`config.mk`:
```
export PLATFORM = sky130hd
export DESIGN_NAME = interrupt_arbiter_flat
export DESIGN_NICKNAME = d
export VERILOG_FILES = /design/src/rtl/cpu_int_pkg.sv /design/src/rtl/interrupt_arbiter_if.sv /design/src/rtl/pin_sync.sv /design/src/rtl/interrupt_arbiter.sv /design/src/flat_wrapper.sv
export SDC_FILE = /design/constraint.sdc
export NUM_CORES = 1
export LEC_CHECK = 0
export ABC_AREA = 1
export CELL_PAD_IN_SITES_DETAIL_PLACEMENT = 1
export CELL_PAD_IN_SITES_GLOBAL_PLACEMENT = 1
export CORE_MARGIN = 3
export CORE_UTILIZATION = 31
export CTS_CLUSTER_SIZE = 12
export DETAILED_ROUTE_END_ITERATION = 8
export GPL_TIMING_DRIVEN = 0
export PLACE_DENSITY = 0.81
export SLEW_MARGIN = 40
export SYNTH_ARGS = -nofsm -noshare
export SYNTH_HDL_FRONTEND = slang
export SYNTH_HIERARCHICAL = 1
export SYNTH_SLANG_ARGS = --single-unit
```
`constraint.sdc`:
```
create_clock -name clk -period 1.8 [get_ports clk]
set_input_delay 0.45 -clock clk [delete_from_list [all_inputs] [get_ports clk]]
set_output_delay 0.45 -clock clk [all_outputs]
set_load 0.05 [all_outputs]
```
`src/rtl/cpu_int_pkg.sv`:
```
// Shared types and default vectors for the CPU interrupt front end.
// Provides the interrupt source encoding, the arbiter FSM states and
// the default vector addresses.
package cpu_int_pkg;

  typedef enum logic [1:0] {
    SRC_RST = 2'b00,
    SRC_NMI = 2'b01,
    SRC_IRQ = 2'b10,
    SRC_BRK = 2'b11
  } int_src_t;

  typedef enum logic [1:0] {
    ST_IDLE    = 2'b00,
    ST_REQ     = 2'b01,
    ST_SERVICE = 2'b10
  } arb_state_t;

  localparam logic [15:0] VEC_NMI_DEF = 16'hFFFA;
  localparam logic [15:0] VEC_RST_DEF = 16'hFFFC;
  localparam logic [15:0] VEC_IRQ_DEF = 16'hFFFE;

endpackage

```
`src/rtl/interrupt_arbiter_if.sv`:
```
// Handshake bundle between the interrupt arbiter and the instruction sequencer/decoder.
// master: sequencer side (drives boundary/ack/done strobes, I flag, brk_req).
// slave : arbiter side (drives request, source, vector, B bit, set-I pulse).
interface interrupt_arbiter_if;
  import cpu_int_pkg::*;

  logic       i_flag;
  logic       brk_req;
  logic       instr_boundary;
  logic       int_ack;
  logic       vector_done;
  logic       rti_done;
  logic       int_request;
  int_src_t   int_source;
  logic [15:0] vector_addr;
  logic       b_flag_push;
  logic       set_i_flag;

  modport master (
    output i_flag, brk_req, instr_boundary, int_ack, vector_done, rti_done,
    input  int_request, int_source, vector_addr, b_flag_push, set_i_flag
  );

  modport slave (
    input  i_flag, brk_req, instr_boundary, int_ack, vector_done, rti_done,
    output int_request, int_source, vector_addr, b_flag_push, set_i_flag
  );

endinterface

```
`src/rtl/pin_sync.sv`:
```
// Multi-flop synchroniser for an asynchronous active-low pin.
// Ports: clk, nrst, en (clock qualifier, holds when low), pinIn, pinSync.
// Resets to 1 so the pin reads inactive until real samples arrive.
module pin_sync #(
  parameter int SYNC_STAGES = 2
) (
  input  logic clk,
  input  logic nrst,
  input  logic en,
  input  logic pinIn,
  output logic pinSync
);

  logic [SYNC_STAGES-1:0] chain;

  always_ff @(posedge clk or negedge nrst) begin
    if (!nrst) begin
      chain <= '1;
    end else if (en) begin
      chain <= {chain[SYNC_STAGES-2:0], pinIn};
    end
  end

  assign pinSync = chain[SYNC_STAGES-1];

endmodule

```
`src/rtl/interrupt_arbiter.sv`:
```
// Interrupt front end: synchronises NMI/IRQ pins, edge-detects NMI, arbitrates
// RESET > NMI > IRQ > BRK at instruction boundaries and runs the request/ack handshake.
// Ports: clk, nrst, enableFFs, nmi_n, irq_n, seq (sequencer handshake), nmi_pending, nmi_running.
module interrupt_arbiter
  import cpu_int_pkg::*;
#(
  parameter int          SYNC_STAGES = 2,
  parameter logic [15:0] VEC_NMI     = VEC_NMI_DEF,
  parameter logic [15:0] VEC_RST     = VEC_RST_DEF,
  parameter logic [15:0] VEC_IRQ     = VEC_IRQ_DEF
) (
  input  logic                 clk,
  input  logic                 nrst,
  input  logic                 enableFFs,
  input  logic                 nmi_n,
  input  logic                 irq_n,
  interrupt_arbiter_if.slave   seq,
  output logic                 nmi_pending,
  output logic                 nmi_running
);

  logic       nmiSync, irqSync, nmiSyncPrev;
  logic       nmiEdge, irqAct;
  arb_state_t state, stateNxt;
  int_src_t   src, srcNxt;
  logic       bFlag, bFlagNxt;
  logic       rstPending, rstPendingNxt;
  logic       brkPending, brkPendingNxt;
  logic       nmiPendingNxt, nmiRunningNxt;
  logic       setI;

  pin_sync #(.SYNC_STAGES(SYNC_STAGES)) u_nmiSync (
    .clk(clk), .nrst(nrst), .en(enableFFs), .pinIn(nmi_n), .pinSync(nmiSync)
  );

  pin_sync #(.SYNC_STAGES(SYNC_STAGES)) u_irqSync (
    .clk(clk), .nrst(nrst), .en(enableFFs), .pinIn(irq_n), .pinSync(irqSync)
  );

  // Falling edge of the synchronised NMI pin.
  assign nmiEdge = nmiSyncPrev & ~nmiSync;
  // IRQ is level sensitive and never latched.
  assign irqAct  = ~irqSync & ~seq.i_flag;

  always_ff @(posedge clk or negedge nrst) begin
    if (!nrst) begin
      nmiSyncPrev <= 1'b1;
      state       <= ST_IDLE;
      src         <= SRC_RST;
      bFlag       <= 1'b0;
      rstPending  <= 1'b1;
      brkPending  <= 1'b0;
      nmi_pending <= 1'b0;
      nmi_running <= 1'b0;
    end else if (enableFFs) begin
      nmiSyncPrev <= nmiSync;
      state       <= stateNxt;
      src         <= srcNxt;
      bFlag       <= bFlagNxt;
      rstPending  <= rstPendingNxt;
      brkPending  <= brkPendingNxt;
      nmi_pending <= nmiPendingNxt;
      nmi_running <= nmiRunningNxt;
    end
  end

  always_comb begin
    stateNxt      = state;
    srcNxt        = src;
    bFlagNxt      = bFlag;
    rstPendingNxt = rstPending;
    brkPendingNxt = brkPending | seq.brk_req;
    nmiPendingNxt = nmi_pending | nmiEdge;
    nmiRunningNxt = nmi_running & ~seq.rti_done;
    setI          = 1'b0;

    case (state)
      ST_IDLE: begin
        // Reset sequence does not wait for an instruction boundary.
        if (rstPending) begin
          stateNxt = ST_REQ;
          srcNxt   = SRC_RST;
          bFlagNxt = 1'b0;
        end else if (seq.instr_boundary) begin
          if (nmi_pending) begin
            stateNxt = ST_REQ;
            srcNxt   = SRC_NMI;
            bFlagNxt = 1'b0;
          end else if (irqAct) begin
            stateNxt = ST_REQ;
            srcNxt   = SRC_IRQ;
            bFlagNxt = 1'b0;
          end else if (brkPending) begin
            stateNxt = ST_REQ;
            srcNxt   = SRC_BRK;
            bFlagNxt = 1'b1;
          end
        end
      end

      ST_REQ: begin
        if (seq.int_ack) begin
          stateNxt = ST_SERVICE;
          if (src == SRC_NMI) begin
            // A fresh edge arriving with the ack keeps the request alive.
            nmiPendingNxt = nmiEdge;
            nmiRunningNxt = 1'b1;
            // bFlag on an NMI source means it hijacked a BRK.
            if (bFlag) brkPendingNxt = seq.brk_req;
          end else if (src == SRC_BRK) begin
            brkPendingNxt = seq.brk_req;
          end
        end else if (nmi_pending && (src == SRC_IRQ || src == SRC_BRK)) begin
          srcNxt = SRC_NMI;
        end
      end

      ST_SERVICE: begin
        if (seq.vector_done) begin
          setI     = 1'b1;
          stateNxt = ST_IDLE;
          if (src == SRC_RST) rstPendingNxt = 1'b0;
        end
      end

      default: stateNxt = ST_IDLE;
    endcase
  end

  always_comb begin
    case (src)
      SRC_RST: seq.vector_addr = VEC_RST;
      SRC_NMI: seq.vector_addr = VEC_NMI;
      default: seq.vector_addr = VEC_IRQ;
    endcase
  end

  assign seq.int_request = (state == ST_REQ);
  assign seq.int_source  = src;
  assign seq.b_flag_push = bFlag;
  // Qualified so the pulse only shows on a cycle where the transition is taken.
  assign seq.set_i_flag  = setI & enableFFs;

endmodule

```
`src/flat_wrapper.sv`:
```
// flat-port wrapper written by rule: the top's interface ports become plain ports
module interrupt_arbiter_flat import cpu_int_pkg::*;
#(
  parameter int          SYNC_STAGES = 2,
  parameter logic [15:0] VEC_NMI     = VEC_NMI_DEF,
  parameter logic [15:0] VEC_RST     = VEC_RST_DEF,
  parameter logic [15:0] VEC_IRQ     = VEC_IRQ_DEF
)
  (clk, nrst, enableFFs, nmi_n, irq_n, nmi_pending, nmi_running, seq_i_flag, seq_brk_req, seq_instr_boundary, seq_int_ack, seq_vector_done, seq_rti_done, seq_int_request, seq_int_source, seq_vector_addr, seq_b_flag_push, seq_set_i_flag);
  interrupt_arbiter_if seq_i ();
  input  logic clk;
  input  logic nrst;
  input  logic enableFFs;
  input  logic nmi_n;
  input  logic irq_n;
  output logic nmi_pending;
  output logic nmi_running;
  input wire logic [$bits(seq_i.i_flag)-1:0] seq_i_flag;
  input wire logic [$bits(seq_i.brk_req)-1:0] seq_brk_req;
  input wire logic [$bits(seq_i.instr_boundary)-1:0] seq_instr_boundary;
  input wire logic [$bits(seq_i.int_ack)-1:0] seq_int_ack;
  input wire logic [$bits(seq_i.vector_done)-1:0] seq_vector_done;
  input wire logic [$bits(seq_i.rti_done)-1:0] seq_rti_done;
  output wire logic [$bits(seq_i.int_request)-1:0] seq_int_request;
  output wire logic [$bits(seq_i.int_source)-1:0] seq_int_source;
  output wire logic [$bits(seq_i.vector_addr)-1:0] seq_vector_addr;
  output wire logic [$bits(seq_i.b_flag_push)-1:0] seq_b_flag_push;
  output wire logic [$bits(seq_i.set_i_flag)-1:0] seq_set_i_flag;
  assign seq_i.i_flag = seq_i_flag;
  assign seq_i.brk_req = seq_brk_req;
  assign seq_i.instr_boundary = seq_instr_boundary;
  assign seq_i.int_ack = seq_int_ack;
  assign seq_i.vector_done = seq_vector_done;
  assign seq_i.rti_done = seq_rti_done;
  assign seq_int_request = seq_i.int_request;
  assign seq_int_source = seq_i.int_source;
  assign seq_vector_addr = seq_i.vector_addr;
  assign seq_b_flag_push = seq_i.b_flag_push;
  assign seq_set_i_flag = seq_i.set_i_flag;
  interrupt_arbiter #(.SYNC_STAGES(SYNC_STAGES), .VEC_NMI(VEC_NMI), .VEC_RST(VEC_RST), .VEC_IRQ(VEC_IRQ)) u_core (.clk(clk), .nrst(nrst), .enableFFs(enableFFs), .nmi_n(nmi_n), .irq_n(irq_n), .seq(seq_i), .nmi_pending(nmi_pending), .nmi_running(nmi_running));
endmodule
```
After elaboration in Yosys (flattened, before gate mapping)
Cells that the tools add are included.
{ "op_classes": {"eq_ne": 11, "n_mux": 35, "bitwise_logic": 10, "n_reduce_logical": 11} }
{ "op_table": {"columns": ["op", "n"], "rows": [
  ["2-to-1 mux 2 bit", 14],
  ["2-to-1 mux 1 bit", 18],
  ["AND reduction 4 bit", 2],
  ["== test 2 bit (second input constant)", 3],
  ["inequality test 2 bit (second input constant)", 3],
  ["case mux 2 bit (3 select lines)", 1],
  ["case mux 3 bit (2 select lines)", 1],
  ["AND reduction 6 bit", 1],
  ["inequality test 5 x 1 -> 1 bit (second input constant)", 1],
  ["AND reduction 5 bit", 1],
  ["bitwise AND 1 bit", 4],
  ["== test 2 x 1 -> 1 bit (second input constant)", 2],
  ["zero test 2 bit", 2],
  ["NOT 1 bit", 4],
  ["case mux 2 bit (2 select lines)", 1],
  ["nonzero test 2 bit", 2],
  ["nonzero test 4 bit", 1],
  ["inequality test 3 x 2 -> 1 bit (second input constant)", 1],
  ["inequality test 2 x 1 -> 1 bit (second input constant)", 1],
  ["bitwise OR 1 bit", 2],
  ["logical AND 1 bit", 1],
  ["logical OR 1 bit", 1]
]} }
{ "word_totals": {"reg_bits": 14, "out_inout_bits": 23} }

Logic depth before layout (Yosys ltp)
Gate-level depths: netlist of the first run.
{ "depth": {"depth_word": 7, "ltp_mapped": 8, "depth_no_buf": 8} }

Cells and area by module
Netlist of the first run, hierarchy kept.
{ "by_module_without_submodules": {"columns": ["module", "n_inst", "cells_per_inst", "area_per_inst_um2", "seq_area_each_um2"], "rows": [
  ["interrupt_arbiter", 1, 97, 673.1, 252.7],
  ["pin_sync", 2, 9, 78.8, 52.6]
]} }

Least setup slack after synthesis of the first run
No wires, ideal clock.
{ "synth_timing": {"path_kind": "input -> output", "start": "input enableFFs", "end": "output seq_set_i_flag", "arrival_ns": 1.338, "required_ns": 1.350, "slack_ns": 0.012, "path_stages": 3, "n_path_buf": 1, "cell_sequence": "buf_2 nand2_1 nor2_1"} }
{ "synth_between": {"elab_chain_cells": 1} }
{ "synth_rtl": {"columns": ["element", "line_no", "source"], "rows": [
  ["start: declaration", "flat_wrapper.sv:13", "input logic enableFFs;"],
  ["bitwise AND 1 bit", "interrupt_arbiter.sv:142", "assign seq.set_i_flag = setI & enableFFs;"],
  ["end: declaration", "flat_wrapper.sv:28", "output wire logic [$bits(seq_i.set_i_flag)-1:0] seq_set_i_flag;"]
]} }
No other way between the ends.

Final worst setup path of the first run
{ "layout_timing": {"start": "input seq_vector_done", "end": "output seq_set_i_flag"} }
{ "layout_between": {"elab_chain_cells": 3} }
{ "layout_rtl": {"columns": ["element", "line_no", "source"], "rows": [
  ["start: declaration", "flat_wrapper.sv:22", "input wire logic [$bits(seq_i.vector_done)-1:0] seq_vector_done;"],
  ["2-to-1 mux 1 bit", "interrupt_arbiter.sv:119", "if (seq.vector_done) begin"],
  ["2-to-1 mux 1 bit", "interrupt_arbiter.sv:77", "case (state)"],
  ["bitwise AND 1 bit", "interrupt_arbiter.sv:142", null]
]} }
No other way between the ends.

==> results of run 1 <==
-- layer usage --
metal	part of all wire (%)	wire length, um	vias to the layer above
li1	-	-	389
met1	42	814	360
met3	5.4	105	2
met2	52	1020	18
met5	0	0	-
met4	0.46	9	0
-- cells in the final DEF (no fill, tap or decap), types with 4 or more instances in the layout --
| cell | instances |
|---|---|
| dfstp_2 | 6 |
| dfrtp_1 | 8 |
| conb_1 | 14 |
| buf_4 | 15 |
| clkbuf_4 | 4 |
| nor2_1 | 8 |
| dlygate4sd2_1 | 4 |
| clkdlybuf4s50_1 | 9 |
| nand2_1 | 42 |
| inv_1 | 11 |
| nand3_1 | 5 |
-- power groups by stage --
stage	Sequential [mW]	Clock (mW)	Combinational [mW]
6_report	0.500	0.178	0.868
5_1_grt	0.517	0.202	0.947
4_1_cts	0.503	0.191	0.875
3_5_place_dp	0.510	0	0.923
3_3_place_gp	0.506	0	0.903
2_1_floorplan	0.645	0	0.501
-- layout make-up --
| cell class | count | area [sq um] | area share, % |
|---|---|---|---|
| Multi-Input combinational cell | 84 | 358 | 32.1 |
| Sequential cell | 14 | 358 | 32.1 |
| Tap cell | 30 | 37.5 | 3.36 |
| Timing Repair Buffer | 19 | 175 | 15.7 |
| Clock buffer | 3 | 22.5 | 2.02 |
| Buffer | 15 | 113 | 10.1 |
| Inverter | 14 | 52.6 | 4.71 |
-- logic make-up after synthesis --
| kind of cell | count (synthesis) | synth area share, % |
|---|---|---|
| AO/OA/AOI/OAI | 9 | 6.17 |
| AND/OR/NAND/NOR | 61 | 30.3 |
| flip-flops | 14 | 43.1 |
| buffers and inverters | 29 | 19.6 |
| other | 2 | 0.904 |
-- what timing repair did --
action / CTS / global route
resized for setup: 25 / 7
endpoints found under the setup margin: 9 / 4
pin swaps: 0 / 0
-- final timing paths --
check | from | to | cells past startpoint
setup / recovery | seq_vector_done | seq_set_i_flag | 4
max in group asynchronous | nrst | u_core/nmi_pending | 1
hold reg to reg | u_core/u_irqSync/chain[1] | u_core/u_irqSync/chain[1] | 2
min in group asynchronous | nrst | u_core/seq.int_source[0] | 1
setup reg to reg | u_core/rstPending | u_core/seq.int_source[0] | 7
hold / removal | enableFFs | u_core/u_irqSync/chain[0] | 3
-- state kept, by name, indices dropped and copies added (netlist names) --
name                    cells
u_core/nmiSyncPrev          1
u_core/nmi_pending          1
u_core/u_nmiSync/chain      2
u_core/nmi_running          1
u_core/rstPending           1
u_core/seq.b_flag_push      1
u_core/state                2
u_core/seq.int_source       2
u_core/u_irqSync/chain      2
u_core/brkPending           1
-- worst max-delay path, delay by kind of cell --
kind,cells,cell delay (ns)
buffers and inverters,2,0.63
AND/OR/NAND/NOR,2,0.20
==> metrics.cfg, run 1 <==
[global_routing]
grt_util_met2_pct = 24.4
grt.busiest_layer = met2
grt_usage_pct = 13.4
met1_usage_pct = 15.3
grt_overflow = 0
antenna_found_initial = 0
grt_start_max_net_pins = 15
grt_pass1_wl_um = 3480
grt_pass1_vias = 841
met3_usage_pct = 2.90

[logic_synthesis]
async_flop_share_pct = 100
ys_ff_latch = 14
yosysTopAreaCell = dfrtp_1
seq_area_frac_synth_pct = 43.1
ys_top_cells_by_count = nand2_1, buf_4, inv_1
synth_cells = 115
post_synth_num_cell_types = 20
ys.flop_type = dfrtp_1
yosysTopAreaCellShare_pct = 24.1
synth_edf_count = 0
ys_top_cells_by_area = dfrtp_1, dfstp_2, nand2_1
syn-cell-area_sq_um = 831
yosysMostFrequentCell = nand2_1
ys_warn_count = 6
synth_area_per_cell_sq_um = 7.22

[route]
drtPass1Iterations = 4
drcViolationCount = 0
wl_per_cell_um = 10.9
wl_um = 1950
ant_nets = 0
vias = 769
avgViaCountPerCell = 4.30
first_iter_violations = 8

[setup_path]
r2r_setup_slack_ns = 0.52
critPathRequiredTime_ns = 1.35
cp.arrival_ns = 1.29
crit_fanout = 2
path_cells = clkdlybuf4s50_1, nand2_1, nor2_2, buf_6
cp_slowest_cell = clkdlybuf4s50_1
worstSetupStartpointType = input pin
cp-end-kind = primary output
crit_type = input pin to primary output
max_stage_delay_ns = 0.47

[power]
total_power_mw = 1.55
p_sw_mw = 0.820
peakVddDrop_mv = 0.757
pwr-share-seq_pct = 32.3
intPower_mw = 0.726
clockPowerShare_pct = 11.5
pwr_density_cell_mw_per_mm2 = 1390
pwr-share-comb_pct = 56.1
power.leakage_nw = 0.599
swShare_pct = 53.1

[cts]
cts-root-buf = clkbuf_4
cts_tree = done
postCtsHoldBufs = 0
numCtsBuffers = 3
clkLatencyLatePin_ns = 0.28
clock_sinks = 14
post_cts_buffers = 0
ctsHtreeMaxLevel = 1
ctsLongestPathBuffers = 2
path_clk_slew_ns = 0.08

[min_path]
hp-class = input pin to register

[sta]
tns_ns = 0
hold_viol = 0
setup_viol = 0
drv_slew = 0
fmax_mhz = 576
tightest_slew_ns = 0.678
postLayoutSetupSlackWorst_ns = 0.0647
period_needed_ns = 1.74
rsz0062_at_grt = no
fin_crit_sh_pct = 96.4
clock_skew_ns = 0.00191
holdWs_ns = 0.431
slew_headroom_pct = 54.7

[flow_run]
max_cap_viol_count = 0

[layout]
fin_util_pct = 44.2
nFillCells = 338
num-nets-final = 162
diodes = 0
final_cells = 179
syn_to_final_growth_pct = 34.3
fin_area_sq_mm = 0.00112
drive_gt1_share_pct = 24.2

[die]
die_w_um = 57.8
core_sq_mm = 0.00252
start_util_pct = 32.9
rows = 18
boundaryPins = 34
die_h_um = 57.8
dieArea_sq_mm = 0.00334

[placement]
place_inst = 176
portBuffers = 19
hpwlAfterDp_um = 1580
pre_cts_ws_ns = -0.951
routabilityCongestion = 0.739
placed_area_sq_mm = 0.00110

[outcome]
status = completed

Note: power is estimated with default switching activity, not from simulation.
==> run 2: changes to the inputs <==
==> constraint.sdc (replaced) <==
create_clock -name clk -period 1.8 [get_ports clk]
set_input_delay 0.45 -clock clk [delete_from_list [all_inputs] [get_ports clk]]
set_output_delay 0.45 -clock clk [all_outputs]
set_load 0.02 [all_outputs]
==> metrics.cfg, run 2 (synthesis results as in run 1) <==
[placement]
hpwlAfterDp_um = 1580
portBuffers = 19
place_inst = 176
routabilityCongestion = 0.739

[flow_run]
max_cap_viol_count = 0

[route]
vias = 787
avgViaCountPerCell = 4.40
wl_per_cell_um = 11.5
first_iter_violations = 14
ant_nets = 0
wl_um = 2060
drcViolationCount = 0
drtPass1Iterations = 4

[sta]
holdWs_ns = 0.462
hold_viol = 0
tightest_slew_ns = 0.681
slew_headroom_pct = 54.4
fmax_mhz = 578
drv_slew = 0
setup_viol = 0
tns_ns = 0
clock_skew_ns = 0.000617
period_needed_ns = 1.73
fin_crit_sh_pct = 96.2

[layout]
final_common_cell = nand2_1
diodes = 0
nFillCells = 338
num-nets-final = 162
drive_gt1_share_pct = 22.8
layout_common_cells = nand2_1, buf_4, conb_1, clkdlybuf4s50_1, inv_1
final_cells = 179
syn_to_final_growth_pct = 35.7

[power]
intPower_mw = 0.743
pwr_density_cell_mw_per_mm2 = 1190
pwr-share-seq_pct = 37.8
pwr-share-comb_pct = 48.9
peakVddDrop_mv = 0.592
power.leakage_nw = 0.589
swShare_pct = 44.7
total_power_mw = 1.34
p_sw_mw = 0.601
clockPowerShare_pct = 13.2

[die]
boundaryPins = 34
die_w_um = 57.8
die_h_um = 57.8
core_sq_mm = 0.00252
start_util_pct = 32.9
dieArea_sq_mm = 0.00334
rows = 18

[cts]
cts-root-buf = clkbuf_4
postCtsHoldBufs = 0
post_cts_buffers = 0
cts_tree = done
cts-resized-gates = 16
ctsLongestPathBuffers = 2
clock_sinks = 14
numCtsBuffers = 3
ctsHtreeMaxLevel = 1
clkLatencyLatePin_ns = 0.27
path_clk_slew_ns = 0.08

[global_routing]
grt_start_max_net_pins = 15
grt_usage_pct = 13.5
antenna_found_initial = 0
grt_pass1_wl_um = 3500
grt_overflow = 0
grt_pass1_vias = 842

[setup_path]
cp_slowest_cell = dfrtp_1
cp-end-kind = primary output
path_cells = or2_1, clkdlybuf4s15_1
crit_type = register to primary output
rr_endpoint = u_core/seq.int_source[0]
r2r_setup_slack_ns = 0.48
max_stage_delay_ns = 0.46
worstSetupStartpointType = register
r2r-start = u_core/rstPending
critPathRequiredTime_ns = 1.35
reg2regPathDepth = 7
crit_fanout = 5
cp.arrival_ns = 1.28

[min_path]
hold_start = u_core/u_irqSync/chain[1]
min_path_cells = 2
hp-class = register to register
hold_end = u_core/u_irqSync/chain[1]

[outcome]
status = completed

## run 2: stage by stage
stage | instance area [sq um] | utilization, % | setup WS [ns]
after CTS | 1120 | 44.4 | 0.0249
after floorplan | 876 | - | 0.376
final | 1130 | 44.7 | 0.0686
after detailed placement | 1100 | 43.8 | -0.752
after global routing | 1130 | 44.7 | -0.00821
after global placement | 1100 | 43.8 | -0.725
## run 2: power by group through the flow
stage | sequential (mW) | clock (mW) | combinational, mW
after CTS | 0.504 | 0.191 | 0.649
after floorplan | 0.540 | 0 | 0.371
after global routing | 0.525 | 0.206 | 0.736
final | 0.508 | 0.178 | 0.657
after detailed placement | 0.510 | 0 | 0.688
after global placement | 0.506 | 0 | 0.668
## run 2: metal layers
metal | wire (um) | part of all wire [%] | vias up | GRT usage (%)
met5 | 0 | 0 | - | 0
met4 | 9 | 0.44 | 0 | 4.97
met3 | 109 | 5.3 | 2 | 2.90
met2 | 1100 | 54 | 18 | 24.4
met1 | 835 | 41 | 376 | 15.4
li1 | - | - | 391 | -
## run 2: cell type report
class | instances | area (sq um) | share of cell area (%)
repair buffers | 19 | 183 | 16.2
clock buffers | 3 | 22.5 | 2.00
multi-input cells | 84 | 360 | 32.0
flip-flops and latches | 14 | 359 | 31.9
plain buffers | 15 | 113 | 9.99
well taps | 30 | 37.5 | 3.33
inverters | 14 | 52.6 | 4.66
## run 2: how the worst max path moves through the flow
stage / startpoint / to / slack [ns] / cells past startpoint
after floorplan: enableFFs / seq_set_i_flag / 0.38 / 3
after CTS: u_core/seq.int_source[1] / seq_vector_addr[1] / 0.02 / 2
after global routing: u_core/seq.int_source[1] / seq_vector_addr[1] / -0.008 / 2
after global placement: enableFFs / seq_set_i_flag / -0.72 / 5
after detailed placement: enableFFs / seq_set_i_flag / -0.75 / 5
final: u_core/seq.int_source[0] / seq_vector_addr[1] / 0.07 / 2
## run 2: critical path: cells and delay by family (launching register included)
family | cells | cell delay, ns
flops | 1 | 0.46
buf+inv | 1 | 0.29
simple gates | 1 | 0.26
